==> src/rtl/cpu_defs.sv <==
// Shared CPU type definitions: stall vector, instruction address and controller state.
// Latency: n/a (types and constants only).
// Backpressure: n/a.
package cpu_defs;

    typedef logic        Bit_t;
    typedef logic [31:0] InstAddr_t;

    // MSB is the most upstream stage. A request from stage k sets the bit
    // for k and for every stage before it.
    typedef struct packed {
        Bit_t stall_if;
        Bit_t stall_id;
        Bit_t stall_ex;
        Bit_t stall_mem;
        Bit_t stall_wb;
    } Stall_t;

    typedef enum logic [1:0] {
        CTRL_RUN,
        CTRL_MULTI,
        CTRL_FLUSH
    } CtrlState_t;

    localparam Stall_t STALL_NONE = 5'b00000;
    localparam Stall_t STALL_ID   = 5'b11000;
    localparam Stall_t STALL_EX   = 5'b11100;
    localparam Stall_t STALL_MEM  = 5'b11110;

endpackage

==> src/rtl/pipeline_ctrl_if.sv <==
// Stall/flush control bundle between the pipeline stages and the sequencer.
// Latency: n/a (wiring only).
// Backpressure: n/a; the stall vector itself is the backpressure to the stages.
//   master: pipeline side, drives hazard/exception requests, consumes stall/flush.
//   slave : sequencer side, consumes requests, drives stall/flush/flush_pc/ex_mc_done.
interface pipeline_ctrl_if #(
    parameter int CNT_WIDTH = 6
) ();
    import cpu_defs::*;

    Bit_t                 id_load_use;
    Bit_t                 ex_mc_start;
    logic [CNT_WIDTH-1:0] ex_mc_cycles;
    Bit_t                 mem_busy;
    Bit_t                 exception_valid;
    InstAddr_t            exception_target;

    Stall_t               stall;
    Bit_t                 flush;
    InstAddr_t            flush_pc;
    Bit_t                 ex_mc_done;

    modport master (
        output id_load_use, ex_mc_start, ex_mc_cycles, mem_busy,
               exception_valid, exception_target,
        input  stall, flush, flush_pc, ex_mc_done
    );

    modport slave (
        input  id_load_use, ex_mc_start, ex_mc_cycles, mem_busy,
               exception_valid, exception_target,
        output stall, flush, flush_pc, ex_mc_done
    );

endinterface

==> src/rtl/pipeline_ctrl_mc_counter.sv <==
// Loadable down-counter that times multi-cycle EX ops; floors at 1 and flags ==1.
// Latency: load/clear/decrement take effect on the next clk edge; is_one is combinational.
// Backpressure: none; the owner holds the count at 1 by simply not finishing the op.
//   ports: clk, rst, clr, load, load_val, dec -> is_one
module pipeline_ctrl_mc_counter #(
    parameter int CNT_WIDTH = 6
) (
    input  logic                 clk,
    input  logic                 rst,
    input  logic                 clr,
    input  logic                 load,
    input  logic [CNT_WIDTH-1:0] load_val,
    input  logic                 dec,
    output logic                 is_one
);

    logic [CNT_WIDTH-1:0] cnt;

    always_ff @(posedge clk) begin
        if (rst || clr) begin
            cnt <= '0;
        end else if (load) begin
            cnt <= load_val;
        end else if (dec && (cnt > CNT_WIDTH'(1))) begin
            // Never decrements below 1: the final cycle is held until MEM frees up.
            cnt <= cnt - CNT_WIDTH'(1);
        end
    end

    assign is_one = (cnt == CNT_WIDTH'(1));

endmodule

==> src/rtl/pipeline_ctrl.sv <==
// Stall/flush sequencer: merges ID/EX/MEM stall requests, times multi-cycle EX ops, turns exceptions into a flush.
// Latency: stall and ex_mc_done are combinational; flush/flush_pc appear the cycle after exception_valid.
// Backpressure: priority exception > mem_busy > EX multi-cycle > load-use; stall_wb never asserts.
//   ports: clk, rst (sync, active-high), bus (pipeline_ctrl_if.slave)
module pipeline_ctrl
    import cpu_defs::*;
#(
    parameter int CNT_WIDTH = 6
) (
    input  logic            clk,
    input  logic            rst,
    pipeline_ctrl_if.slave  bus
);

    CtrlState_t state;
    CtrlState_t state_nxt;
    Bit_t       flush_q;
    InstAddr_t  flush_pc_q;

    Stall_t     stall_c;
    Bit_t       done_c;
    logic       cnt_clr;
    logic       cnt_load;
    logic       cnt_dec;
    logic       cnt_is_one;
    logic       mc_long;

    logic [CNT_WIDTH-1:0] cnt_load_val;

    // An op of length N stalls EX for N-1 cycles, so the counter starts at N-1
    // and the op completes in the cycle the counter reads 1.
    assign cnt_load_val = bus.ex_mc_cycles - CNT_WIDTH'(1);
    assign mc_long      = (bus.ex_mc_cycles > CNT_WIDTH'(1));

    pipeline_ctrl_mc_counter #(
        .CNT_WIDTH (CNT_WIDTH)
    ) u_mc_counter (
        .clk      (clk),
        .rst      (rst),
        .clr      (cnt_clr),
        .load     (cnt_load),
        .load_val (cnt_load_val),
        .dec      (cnt_dec),
        .is_one   (cnt_is_one)
    );

    always_comb begin
        stall_c   = STALL_NONE;
        done_c    = 1'b0;
        cnt_clr   = 1'b0;
        cnt_load  = 1'b0;
        cnt_dec   = 1'b0;
        state_nxt = state;

        case (state)
            CTRL_FLUSH: begin
                // Stage registers are being cleared; any new exception is ignored.
                state_nxt = CTRL_RUN;
            end

            CTRL_RUN: begin
                if (bus.exception_valid) begin
                    cnt_clr   = 1'b1;
                    state_nxt = CTRL_FLUSH;
                end else if (bus.mem_busy) begin
                    // EX is frozen too, so a start presented now is not taken;
                    // EX keeps presenting it until MEM releases the pipeline.
                    stall_c = STALL_MEM;
                end else if (bus.ex_mc_start) begin
                    if (mc_long) begin
                        stall_c   = STALL_EX;
                        cnt_load  = 1'b1;
                        state_nxt = CTRL_MULTI;
                    end else begin
                        done_c = 1'b1;
                        if (bus.id_load_use) begin
                            stall_c = STALL_ID;
                        end
                    end
                end else if (bus.id_load_use) begin
                    stall_c = STALL_ID;
                end
            end

            CTRL_MULTI: begin
                if (bus.exception_valid) begin
                    // Abort the op silently: no done pulse.
                    cnt_clr   = 1'b1;
                    state_nxt = CTRL_FLUSH;
                end else if (!cnt_is_one) begin
                    // Keep timing the op even while MEM holds the pipe.
                    stall_c = bus.mem_busy ? STALL_MEM : STALL_EX;
                    cnt_dec = 1'b1;
                end else if (bus.mem_busy) begin
                    stall_c = STALL_MEM;
                end else begin
                    done_c    = 1'b1;
                    cnt_clr   = 1'b1;
                    state_nxt = CTRL_RUN;
                    // EX advances this cycle, so a load-use hazard is visible again.
                    if (bus.id_load_use) begin
                        stall_c = STALL_ID;
                    end
                end
            end

            default: begin
                cnt_clr   = 1'b1;
                state_nxt = CTRL_RUN;
            end
        endcase
    end

    always_ff @(posedge clk) begin
        if (rst) begin
            state      <= CTRL_RUN;
            flush_q    <= 1'b0;
            flush_pc_q <= '0;
        end else begin
            state   <= state_nxt;
            flush_q <= (state_nxt == CTRL_FLUSH);
            if ((state != CTRL_FLUSH) && bus.exception_valid) begin
                flush_pc_q <= bus.exception_target;
            end
        end
    end

    assign bus.stall      = stall_c;
    assign bus.ex_mc_done = done_c;
    assign bus.flush      = flush_q;
    assign bus.flush_pc   = flush_pc_q;

endmodule

==> src/flat_wrapper.sv <==
// flat-port wrapper written by rule: the top's interface ports become plain ports
module pipeline_ctrl_flat import cpu_defs::*;
#(
    parameter int CNT_WIDTH = 6
)
  (clk, rst, bus_id_load_use, bus_ex_mc_start, bus_ex_mc_cycles, bus_mem_busy, bus_exception_valid, bus_exception_target, bus_stall, bus_flush, bus_flush_pc, bus_ex_mc_done);
  pipeline_ctrl_if #(.CNT_WIDTH(CNT_WIDTH)) bus_i ();
  input  logic clk;
  input  logic rst;
  input wire logic [$bits(bus_i.id_load_use)-1:0] bus_id_load_use;
  input wire logic [$bits(bus_i.ex_mc_start)-1:0] bus_ex_mc_start;
  input wire logic [$bits(bus_i.ex_mc_cycles)-1:0] bus_ex_mc_cycles;
  input wire logic [$bits(bus_i.mem_busy)-1:0] bus_mem_busy;
  input wire logic [$bits(bus_i.exception_valid)-1:0] bus_exception_valid;
  input wire logic [$bits(bus_i.exception_target)-1:0] bus_exception_target;
  output wire logic [$bits(bus_i.stall)-1:0] bus_stall;
  output wire logic [$bits(bus_i.flush)-1:0] bus_flush;
  output wire logic [$bits(bus_i.flush_pc)-1:0] bus_flush_pc;
  output wire logic [$bits(bus_i.ex_mc_done)-1:0] bus_ex_mc_done;
  assign bus_i.id_load_use = bus_id_load_use;
  assign bus_i.ex_mc_start = bus_ex_mc_start;
  assign bus_i.ex_mc_cycles = bus_ex_mc_cycles;
  assign bus_i.mem_busy = bus_mem_busy;
  assign bus_i.exception_valid = bus_exception_valid;
  assign bus_i.exception_target = bus_exception_target;
  assign bus_stall = bus_i.stall;
  assign bus_flush = bus_i.flush;
  assign bus_flush_pc = bus_i.flush_pc;
  assign bus_ex_mc_done = bus_i.ex_mc_done;
  pipeline_ctrl #(.CNT_WIDTH(CNT_WIDTH)) u_core (.clk(clk), .rst(rst), .bus(bus_i));
endmodule
==> config.mk <==
export PLATFORM = sky130hd
export DESIGN_NAME = pipeline_ctrl_flat
export DESIGN_NICKNAME = d
export VERILOG_FILES = /design/src/rtl/cpu_defs.sv /design/src/rtl/pipeline_ctrl_if.sv /design/src/rtl/pipeline_ctrl_mc_counter.sv /design/src/rtl/pipeline_ctrl.sv /design/src/flat_wrapper.sv
export SDC_FILE = /design/constraint.sdc
export NUM_CORES = 1
export LEC_CHECK = 0
export ABC_CLOCK_PERIOD_IN_PS = 2450
export BUFFER_PORTS_ARGS = -buffer_cell sky130_fd_sc_hd__buf_2
export CAP_MARGIN = 20
export CORE_ASPECT_RATIO = 1.4
export CORE_UTILIZATION = 45
export DETAILED_ROUTE_END_ITERATION = 6
export PLACE_DENSITY_LB_ADDON = 0.25
export SLEW_MARGIN = 20
export SYNTH_ARGS = -nofsm -noshare
export SYNTH_HDL_FRONTEND = slang
export SYNTH_SLANG_ARGS = --single-unit
==> constraint.sdc <==
create_clock -name clk -period 2.45 [get_ports clk]
set_clock_uncertainty 0.2 [all_clocks]
set_input_delay 0.1225 -clock clk [delete_from_list [all_inputs] [get_ports clk]]
set_output_delay 0.1225 -clock clk [all_outputs]
set_load 0.01 [all_outputs]
; ---- After elaboration in Yosys (flattened, before gate mapping)
; Index checks and enable logic that the tools add are counted.
[word_totals]
regBits = 41
in_bits = 44
output_inout_bits = 39
elab_cells = 57
[op_classes]
add_sub_neg = 2
magnitude_cmp = 2
n_eq_ne = 5
muxes = 39
reduce_logical = 5
[ops]
columns = operator, count
row1 = 5-bit two-way mux, 8
row2 = 1-bit two-way mux, 17
row3 = 2-bit two-way mux, 8
row4 = "6-bit by 1-bit greater-than comparator with 1-bit output, second input constant", 2
row5 = 6-bit two-way mux, 2
row6 = "6-bit by 1-bit subtractor with 6-bit output, second input constant", 2
row7 = 5-bit one-hot mux with 2 select lines, 1
row8 = "6-bit by 1-bit == test with 1-bit output, second input constant", 1
row9 = "2-bit == test, second input constant", 2
row10 = 2-bit one-hot mux with 2 select lines, 1
row11 = 1-bit one-hot mux with 3 select lines, 1
row12 = "2-bit by 1-bit == test with 1-bit output, second input constant", 1
row13 = 1-bit logical AND, 2
row14 = 2-bit zero test, 1
row15 = "2-bit inequality test, second input constant", 1
row16 = 1-bit one-hot mux with 2 select lines, 1
row17 = 2-bit nonzero test, 1
row18 = 1-bit logical OR, 1

; ---- Longest topological paths before layout
; Gate-level depths: netlist of run 1.
[depth]
depth_word = 7
ltp_mapped = 7
ltp_nobuf = 6

; ---- Cells and area by module
; A second synthesis of run 1 with hierarchy kept.
[unflattened]
hier_cells = 239
area_unflattened_um2 = 2011.9
[by_module_without_submodules]
columns = mod, n_inst, cells_each, area_each_um2, seq_area_each_um2
row1 = pipeline_ctrl, 1, 194, 1639.1, 700.7
row2 = pipeline_ctrl_mc_counter, 1, 45, 372.9, 120.1

; ---- Worst setup path before layout of run 1
; Ideal clock, no wire load.
[synth_timing]
kind = reg-to-output
start = register u_core.u_mc_counter.cnt[5]
end = output bus_stall[4]
t_arrival_ps = 1736
t_required_ps = 2128
slack_ps = 391
stages_incl_launch_ff = 7
path_buffers = 2
cell_sequence = dfxtp_1 -> or4_1 -> buf_2 -> nor3b_1 -> a221oi_1 -> a21o_1 -> buf_4
[synth_between]
elab_chain_cells = 4
[synth_lines]
columns = element, line_no
row1 = "start, declared", pipeline_ctrl_mc_counter.sv:17  ; logic [CNT_WIDTH-1:0] cnt;
row2 = "start signal, assigned", pipeline_ctrl_mc_counter.sv:23  ; cnt <= load_val;
row3 = "start signal, assigned", pipeline_ctrl_mc_counter.sv:26  ; cnt <= cnt - CNT_WIDTH'(1);
row4 = 6-bit by 1-bit == test with 1-bit output, pipeline_ctrl_mc_counter.sv:30  ; assign is_one = (cnt == CNT_WIDTH'(1));
row5 = 5-bit two-way mux, pipeline_ctrl.sv:90  ; end else if (!cnt_is_one) begin
row6 = 5-bit two-way mux, pipeline_ctrl.sv:86  ; if (bus.exception_valid) begin
row7 = 5-bit one-hot mux with 2 select lines, pipeline_ctrl.sv:55  ; case (state)
row8 = "end, declared", flat_wrapper.sv:16  ; output wire logic [$bits(bus_i.stall)-1:0] bus_stall;
; No other way between the ends.

; ---- Worst setup path after layout of run 1
[layout_timing]
start = register u_core.u_mc_counter.cnt[5]
end = output bus_stall[3]
; Same word-level chain as after synthesis.

==> flow_metrics.env, run 1 <==
export IMPL_status="completed"
export IMPL_timing_rr_start="u_core.state[0]"
export IMPL_max_cap_viol_count=0
export IMPL_start_kind="flip-flop"
export IMPL_overflow=0
export IMPL_drt_first_pass_iters=4
export IMPL_crit_type="flip-flop to primary output"
export IMPL_place_hpwl_microns=3090
export IMPL_finish_instance_area_sq_um=2720
export IMPL_antenna_found_initial=0
export IMPL_clock_sinks=41
export IMPL_start_util_pct=48.2
export IMPL_hp_start="bus_ex_mc_cycles[2]"
export IMPL_viasPerCell=5.10
export IMPL_ys_types=40
export IMPL_rsz0062_at_grt="no"
export IMPL_drc=0
export IMPL_yosys_warnings=0
export IMPL_layout_commonest_cell="buf_2"
export IMPL_num_vias=1972
export IMPL_setup_viol=0
export IMPL_insertion_delay_ns=0.28
export IMPL_vdd_drop_max_mv=0.437
export IMPL_routed_wl_microns=5010
export IMPL_postCtsSetupBuffers=0
export IMPL_numPortBuffers=81
export IMPL_finalCritPeriodShare_pct=93.5
export IMPL_syn_avg_cell_area_sq_um=7.91
export IMPL_r2r_setup_slack_ns=0.30
export IMPL_dpl_cell_area_sq_um=2240
export IMPL_numCtsBuffers=5
export IMPL_grt_max_degree=29
export IMPL_cts_htree_levels=2
export IMPL_hold_slack_ns=0.0242
export IMPL_hold_viol_final=0
export IMPL_synth_edf_count=0
export IMPL_antennaDiodeCount=0
export IMPL_drtAntennaViolNets=0
export IMPL_grt_pass1_wl_microns=8290
export IMPL_synth_nets=274
export IMPL_wl_met2_microns=2670
export IMPL_yosys_register_bits=41
export IMPL_drt_wirelength_per_cell_microns=12.9
export IMPL_clock_fmax_mhz=436
export IMPL_dr_wl_met3_microns=321
export IMPL_dr_first_iter_drc_count=53
export IMPL_p_per_area_nw_per_um2=526
export IMPL_core_sq_um=3710
export IMPL_startpoint="u_core.u_mc_counter.cnt[5]"
export IMPL_p_total_uw=1430
export IMPL_die_w_microns=55.3
export IMPL_min_path_type="input port to flip-flop"
export IMPL_slew_viol_final=0
export IMPL_clkTransAtPathRegs_ns=0.08
export IMPL_drt_met1_wl_microns=1880
export IMPL_mostFrequentLayoutCells="81 x buf_2, 67 x nand2_1, 41 x dfxtp_1"
export IMPL_worstMarginPinSlew_ns=0.602
export IMPL_final_cells=387
export IMPL_relSlewSlack_pct=59.8
export IMPL_cts_tree="yes"
export IMPL_period_needed_ns=2.29
export IMPL_synthFlopType="dfxtp_1"
export IMPL_p_leak_uw=0.00126
export IMPL_dr_max_layer_used="met4"
export IMPL_end_kind="primary output"
export IMPL_area_growth_pct=52.4
export IMPL_nets=393
export IMPL_ys_seq_area_share_pct=45.9
export IMPL_grt_usage_pct=24.4
export IMPL_place_inst=340
export IMPL_cts_root_buf="clkbuf_8"
export IMPL_routabilityCongestion=0.799
export IMPL_fp_dieArea_sq_um=4230
export IMPL_grt_pass1_vias=1907
export IMPL_worstPathArrival_ns=1.97
export IMPL_die_h_microns=76.6
export IMPL_worst_path_max_fanout=6
export IMPL_synth_async_reset_ratio_pct=0
export IMPL_worstPathRequired_ns=2.13
export IMPL_cts_path_max_buffers=2
export IMPL_netlist_area_sq_um=1790
export IMPL_drive_gt1_share_pct=29.0
export IMPL_pin_count=83
export IMPL_setup_tns_ns=0
export IMPL_row_count=26
export IMPL_syn_instance_count=226
## registers in the layout, indices dropped and copies added (netlist names)
signal / count
u_core.bus.flush: 1
u_core.u_mc_counter.cnt: 6
u_core.bus.flush_pc: 32
u_core.state: 2
## layer usage
| layer | global-route usage (%) | vias up |
|---|---|---|
| met1 | 27.0 | 876 |
| li1 | - | 993 |
| met4 | 11.0 | 0 |
| met3 | 5.09 | 12 |
| met5 | 0 | - |
| met2 | 44.0 | 91 |
## logic make-up after synthesis
group,after synthesis,synth area share (%)
AND/OR/NAND/NOR,98,23.7
AO/OA/AOI/OAI,55,18.9
flip-flops,41,45.9
buffers and inverters,20,4.76
XOR/XNOR,5,2.45
adder cells (fa/ha/maj),4,2.80
multiplexers,2,1.19
other,1,0.210
## worst paths after layout
| path | cells after the start | to |
|---|---|---|
| min reg2reg | 2 | u_core.bus.flush_pc[28] |
| min | 4 | u_core.u_mc_counter.cnt[2] |
| max | 5 | bus_stall[3] |
| max reg2reg | 4 | u_core.bus.flush_pc[2] |
## power breakdown
part	switching (uW)	internal (uW)	total (uW)
registers	21.6	704	726
clock network	212	197	409
logic	149	147	296
## synth_stat cells, types with 2 or more instances
cell / number / area share (%)
nand2_1: 67 / 14
dfxtp_1: 41 / 46
a21oi_1: 35 / 9.8
nor2_1: 12 / 2.5
clkbuf_1: 8 / 1.7
inv_1: 6 / 1.3
a211oi_1: 4 / 1.7
ha_1: 4 / 2.8
nor3_1: 4 / 1.1
nor3b_1: 3 / 1.3
o2111ai_1: 3 / 1.5
xor2_1: 3 / 1.5
buf_1: 2 / 0.42
buf_2: 2 / 0.56
buf_4: 2 / 0.84
nand3_1: 2 / 0.56
o211ai_1: 2 / 0.84
o21a_1: 2 / 0.84
or2_2: 2 / 0.70
xnor2_1: 2 / 0.98
## layout make-up
type / instances / area [sq um]
clock buffers: 6 / 72.6
fillers: 283 / 986
inverters: 6 / 22.5
flip-flops and latches: 41 / 821
well taps: 42 / 52.6
clock inverters: 1 / 8.76
repair buffers: 126 / 856
multi-input cells: 165 / 890
## per-stage QoR
stage	worst slack (ns)	utilization (%)
floorplan	0.391	-
global placement	0.425	60.3
detailed placement	0.401	60.3
CTS	0.0816	73.3
global route	0.0167	73.4
finish	0.159	73.4
## repair_timing
item                                    in CTS  in global routing
endpoints found under the setup margin       0                  2
resized for setup                            0                  1
hold endpoints to repair                    34                  0
hold buffers                                40                  0
## worst max-delay path, cell delays in order (launching register included)
cell and delay (ns):
dfxtp_1 0.34, or4_1 0.65, nor3b_2 0.26, a221oi_1 0.13, a21o_1 0.18, buf_2 0.13
(Power assumes the default switching activity.)
==> run 2, diff against run 1 <==
Settings changed: ABC_AREA set to 1, SKIP_CTS_REPAIR_TIMING set to 1.
==> run 2 against run 1 <==
Net effect: clock power up 10%; register-to-register slack better by 0.50 ns; utilization down 4.9 points; highest routed layer unchanged; the flow now finishes with violations (DRC); sequential cell count did not move; synthesized cell count rose by 20%; largest cell class unchanged; critical path type unchanged.
==> flow_metrics.env, run 2 <==
export IMPL_overflow=0
export IMPL_dr_first_iter_drc_count=142
export IMPL_drc=14
export IMPL_die_w_microns=57.1
export IMPL_slew_viol_final=0
export IMPL_synthTopCellsByCount="89 x nor2_1, 41 x dfxtp_1, 34 x o21ai_0"
export IMPL_fin_ws_ns=0.680
export IMPL_pwr_share_comb_pct=21.4
export IMPL_syn_instance_count=272
export IMPL_relSlewSlack_pct=36.0
export IMPL_ys_seq_area_share_pct=42.9
export IMPL_grt_usage_pct=17.8
export IMPL_cts_htree_levels=2
export IMPL_yosys_register_bits=41
export IMPL_cts_root_buf="clkbuf_8"
export IMPL_start_kind="flip-flop"
export IMPL_max_cap_viol_count=0
export IMPL_violations="DRC"
export IMPL_largest_reg_flops=32
export IMPL_worstPathRequired_ns=2.13
export IMPL_r2r_setup_slack_ns=0.80
export IMPL_drt_first_pass_iters=6
export IMPL_numCtsBuffers=5
export IMPL_grt_pass1_wl_microns=6470
export IMPL_start_util_pct=47.6
export IMPL_worstPathArrival_ns=1.45
export IMPL_ys_types=28
export IMPL_row_count=27
export IMPL_hp_start="bus_exception_valid"
export IMPL_numPortBuffers=81
export IMPL_yosys_warnings=0
export IMPL_synth_nets=320
export IMPL_switchingPower_uw=418
export IMPL_seqPwrFrac_pct=48.7
export IMPL_grt_pass1_vias=1556
export IMPL_post_synth_top_area_cell="dfxtp_1"
export IMPL_rsz0062_at_grt="no"
export IMPL_core_sq_um=4020
export IMPL_end_kind="primary output"
export IMPL_drive_gt1_share_pct=27.6
export IMPL_timing_rr_start="u_core.u_mc_counter.cnt[0]"
export IMPL_r2r_end="u_core.u_mc_counter.cnt[1]"
export IMPL_drt_wirelength_per_cell_microns=10.6
export IMPL_netlist_area_sq_um=1910
export IMPL_grt_max_degree=33
export IMPL_pin_count=83
export IMPL_internal_power_uw=1090
export IMPL_clkTransAtPathRegs_ns=0.08
export IMPL_area_growth_pct=43.9
export IMPL_fillCellCount=374
export IMPL_min_path_type="input port to flip-flop"
export IMPL_cts_path_max_buffers=2
export IMPL_synth_edf_count=0
export IMPL_nets=431
export IMPL_worst_path_max_fanout=5
export IMPL_clock_fmax_mhz=565
export IMPL_setup_tns_ns=0
export IMPL_period_needed_ns=1.77
export IMPL_synth_most_common_cell="nor2_1"
export IMPL_finalCoreUtilization_pct=68.5
export IMPL_hold_path_end="u_core.bus.flush"
export IMPL_place_hpwl_microns=2990
export IMPL_routabilityCongestion=0.895
export IMPL_synth_top_area_share_pct=42.9
export IMPL_p_per_area_nw_per_um2=548
export IMPL_antenna_found_initial=0
export IMPL_hold_viol_final=0
export IMPL_crit_type="flip-flop to primary output"
export IMPL_drtAntennaViolNets=0
export IMPL_mostFrequentLayoutCells="89 x nor2_1, 81 x buf_2, 41 x dfxtp_1"
export IMPL_num_vias=2030
export IMPL_synth_area_leaders="dfxtp_1 43%, nor2_1 17%, o21ai_0 8.9%"
export IMPL_clock_sinks=41
export IMPL_setup_viol=0
export IMPL_insertion_delay_ns=0.28
export IMPL_p_total_uw=1510
export IMPL_layout_commonest_cell="nor2_1"
export IMPL_finalCritPeriodShare_pct=72.3
export IMPL_routed_wl_microns=4540
export IMPL_pwr_share_clk_pct=29.8
export IMPL_syn_avg_cell_area_sq_um=7.04
export IMPL_pre_cts_slack_ns=0.774
export IMPL_die_h_microns=79.2
export IMPL_p_leak_uw=0.00139
export IMPL_place_inst=386
export IMPL_final_cells=427
export IMPL_cts_tree="yes"
export IMPL_worstMarginPinSlew_ns=0.958
export IMPL_synth_async_reset_ratio_pct=0
export IMPL_fp_dieArea_sq_um=4520
export IMPL_viasPerCell=4.75
export IMPL_sw_frac_of_total_pct=27.7
export IMPL_ff2ff_path_depth=8
export IMPL_status="finished with violations"
export IMPL_synthFlopType="dfxtp_1"
export IMPL_vdd_drop_max_mv=0.462
export IMPL_hold_depth=5
export IMPL_antennaDiodeCount=0
run 2: cell types whose count changed in the layout (fill, tap and decap cells not counted), sizes merged, moves of 9 or more:
cell | previous run | this run
nor2 | 12 | 94
o21ai | 2 | 40
a21oi | 36 | 3
nand2 | 67 | 36
inv | 6 | 22
nand3 | 2 | 11
run 2: cells by family after synthesis:
group                    share of synthesized area, %
AO/OA/AOI/OAI                                    12.5
adder cells (fa/ha/maj)                          2.61
flip-flops                                       42.9
AND/OR/NAND/NOR                                  33.3
other                                           0.196
XOR/XNOR                                         1.37
buffers and inverters                            7.19
run 2: worst max path at each step:
stage | start | endpoint | cells past startpoint
finish | u_core.u_mc_counter.cnt[2] | bus_ex_mc_done | 4
floorplan | bus_ex_mc_cycles[0] | bus_stall[4] | 10
CTS | u_core.u_mc_counter.cnt[2] | bus_ex_mc_done | 4
detailed placement | bus_ex_mc_cycles[0] | bus_stall[3] | 11
global route | u_core.u_mc_counter.cnt[3] | bus_ex_mc_done | 4
global placement | bus_ex_mc_cycles[0] | u_core.u_mc_counter.cnt[1] | 11
run 2: power groups by stage:
stage / registers, uW / logic (uW) / clock network, uW
after floorplan: 773 / 153 / 0
after global placement: 751 / 279 / 0
after global routing: 743 / 361 / 496
after detailed placement: 752 / 282 / 0
after CTS: 736 / 283 / 468
final: 736 / 324 / 451
run 2: per-stage QoR:
stage	area, sq um	hold slack, ns
after floorplan	1910	-0.00843
after global placement	2330	0.172
after detailed placement	2330	0.177
after CTS	2420	-0.124
after global routing	2760	0.0385
final	2760	0.0201
run 2: critical path, cell delays in order, from the launching register on:
cell and delay (ns):
dfxtp_1 0.35, nor2_1 0.22, nand4_1 0.17, o32ai_1 0.25, buf_2 0.17
run 2: routing by layer:
metal	track usage, %	wire (microns)
met5	0	0
met4	5.37	67
met3	4.07	185
met2	32.6	2390
met1	20.1	1890
run 2: final cells by class:
class	count	area, sq um	area share (%)
clock buffers	6	82.6	3.00
clock inverters	2	13.8	0.500
inverters	22	85.1	3.09
multi-input cells	198	956	34.7
flip-flops and latches	41	821	29.8
well taps	43	53.8	1.95
repair buffers	115	743	27.0
==> run 3, diff against run 2 <==
Settings changed: ABC_AREA 1 to 0, ABC_CLOCK_PERIOD_IN_PS 2450 to 1800.
Clock period 2.45 ns to 1.8 ns, I/O delays scaled along.
==> run 3 against run 2 <==
Net effect: the flow finishes with violations (setup timing); die area down 6.5%; first-iteration DRC count down 65%; hold slack better by 0.0043 ns; largest power group unchanged; highest routed layer unchanged.
==> flow_metrics.env, run 3 (synthesis gave the netlist of run 1 again) <==
export IMPL_status="finished with violations"
export IMPL_violations="setup timing"
export IMPL_mostFrequentLayoutCells="80 x buf_2, 67 x nand2_1, 40 x dfxtp_1"
export IMPL_antennaDiodeCount=0
export IMPL_largest_reg_flops=32
export IMPL_crit_chain="or4_4 -> nor3b_4 -> a221oi_2 -> a21o_1 -> buf_2"
export IMPL_viasPerCell=4.96
export IMPL_routabilityCongestion=0.876
export IMPL_start_util_pct=48.2
export IMPL_crit_type="flip-flop to primary output"
export IMPL_die_h_microns=76.6
export IMPL_setup_tns_ns=-2.24
export IMPL_nets=399
export IMPL_vdd_drop_max_mv=0.815
export IMPL_num_vias=1955
export IMPL_fillCellCount=281
export IMPL_row_count=26
export IMPL_clock_fmax_mhz=471
export IMPL_overflow=0
export IMPL_core_sq_um=3710
export IMPL_clkTransAtPathRegs_ns=0.08
export IMPL_insertion_delay_ns=0.29
export IMPL_rsz0062_at_grt="yes"
export IMPL_grt_pass1_wl_microns=7010
export IMPL_routed_wl_microns=4950
export IMPL_cts_path_max_buffers=2
export IMPL_layout_commonest_cell="buf_2"
export IMPL_drc=0
export IMPL_cpPeakStageDelay_ns=0.58
export IMPL_end_kind="primary output"
export IMPL_final_cells=394
export IMPL_finalCoreUtilization_pct=76.5
export IMPL_pin_count=83
export IMPL_p_per_area_nw_per_um2=768
export IMPL_drive_gt1_share_pct=34.1
export IMPL_hold_viol_final=0
export IMPL_cts_htree_levels=2
export IMPL_cts_tree="yes"
export IMPL_numCtsBuffers=5
export IMPL_grt_usage_pct=20.7
export IMPL_drtAntennaViolNets=0
export IMPL_grt_pass1_vias=1659
export IMPL_place_inst=349
export IMPL_drt_first_pass_iters=4
export IMPL_period_needed_ns=2.12
export IMPL_fin_ws_ns=-0.324
export IMPL_p_total_uw=2180
export IMPL_numPortBuffers=81
export IMPL_finalCritPeriodShare_pct=118
export IMPL_seq_area_sq_um=822
export IMPL_p_leak_uw=0.00131
export IMPL_worstPathRequired_ns=1.51
export IMPL_grt_max_degree=33
export IMPL_hold_slack_ns=0.0244
export IMPL_max_cap_viol_count=0
export IMPL_multiInputGateArea_sq_um=930
export IMPL_drt_wirelength_per_cell_microns=12.6
export IMPL_setup_viol=10
export IMPL_min_path_type="input port to flip-flop"
export IMPL_critPathSlowestCell="or4_4"
export IMPL_cts_root_buf="clkbuf_8"
export IMPL_die_w_microns=55.3
export IMPL_clock_sinks=41
export IMPL_start_kind="flip-flop"
export IMPL_place_hpwl_microns=3040
export IMPL_worstPathArrival_ns=1.83
export IMPL_antenna_found_initial=0
export IMPL_dr_first_iter_drc_count=50
export IMPL_fp_dieArea_sq_um=4230
export IMPL_worst_path_max_fanout=5
export IMPL_area_growth_pct=58.8
export IMPL_slew_viol_final=0
==> run 3: changes by cell type in the layout (fill, tap and decap cells not counted), moves of 5 or more <==
cell,before,now
a21oi_1,2,34
buf_4,1,15
inv_1,19,6
nand2_1,32,67
nand3_1,9,2
nor2_1,89,12
o21ai_0,34,1
o21ai_1,5,0
==> run 3: cell type report <==
type / count / area share (%)
clock inverter: 1 / 1.06
timing repair buffer: 132 / 31.5
multi-input combinational: 165 / 32.8
clock buffer: 7 / 3.04
inverter: 6 / 0.794
tap: 42 / 1.85
sequential: 41 / 29.0
==> run 3: critical path, delay by kind of cell, from the launching register on <==
family                 cells  cell delay, ns
and+or+nand+nor            2            0.82
DFF                        1            0.32
AOI/OAI and AO/OA          2            0.27
buffers and inverters      1            0.13
==> run 3: final timing paths <==
path	from	end	slack, ns	cells after the start
worst max-delay path	u_core.u_mc_counter.cnt[4]	bus_stall[3]	-0.32	5
worst max register to register	u_core.u_mc_counter.cnt[4]	u_core.u_mc_counter.cnt[1]	-0.20	4
worst min register to register	u_core.bus.flush_pc[2]	u_core.bus.flush_pc[2]	0.25	2
worst min-delay path	rst	u_core.bus.flush_pc[26]	0.02	3
==> run 3: layer usage <==
layer  track usage (%)  part of all wire [%]  up-vias
met5                 0                     0        -
met4              9.25                   1.2        0
met3              5.94                   4.3        4
met2              37.2                    54       55
met1              22.0                    41      891
li1                  -                     -     1005
==> run 3: where the power goes <==
part / total [uW] / switching [uW] / internal, uW
Clock: 766 / 313 / 452
Combinational: 430 / 212 / 217
Sequential: 984 / 25.8 / 959
Total: 2180 / 552 / 1630
==> run 3: stage by stage <==
step                      cell area [sq um]  setup WS, ns
after global routing                   2840        -0.414
after detailed placement               2310        -0.199
after floorplan                        1800        -0.121
final                                  2840        -0.324
after global placement                 2310        -0.176
after CTS                              2430        -0.414
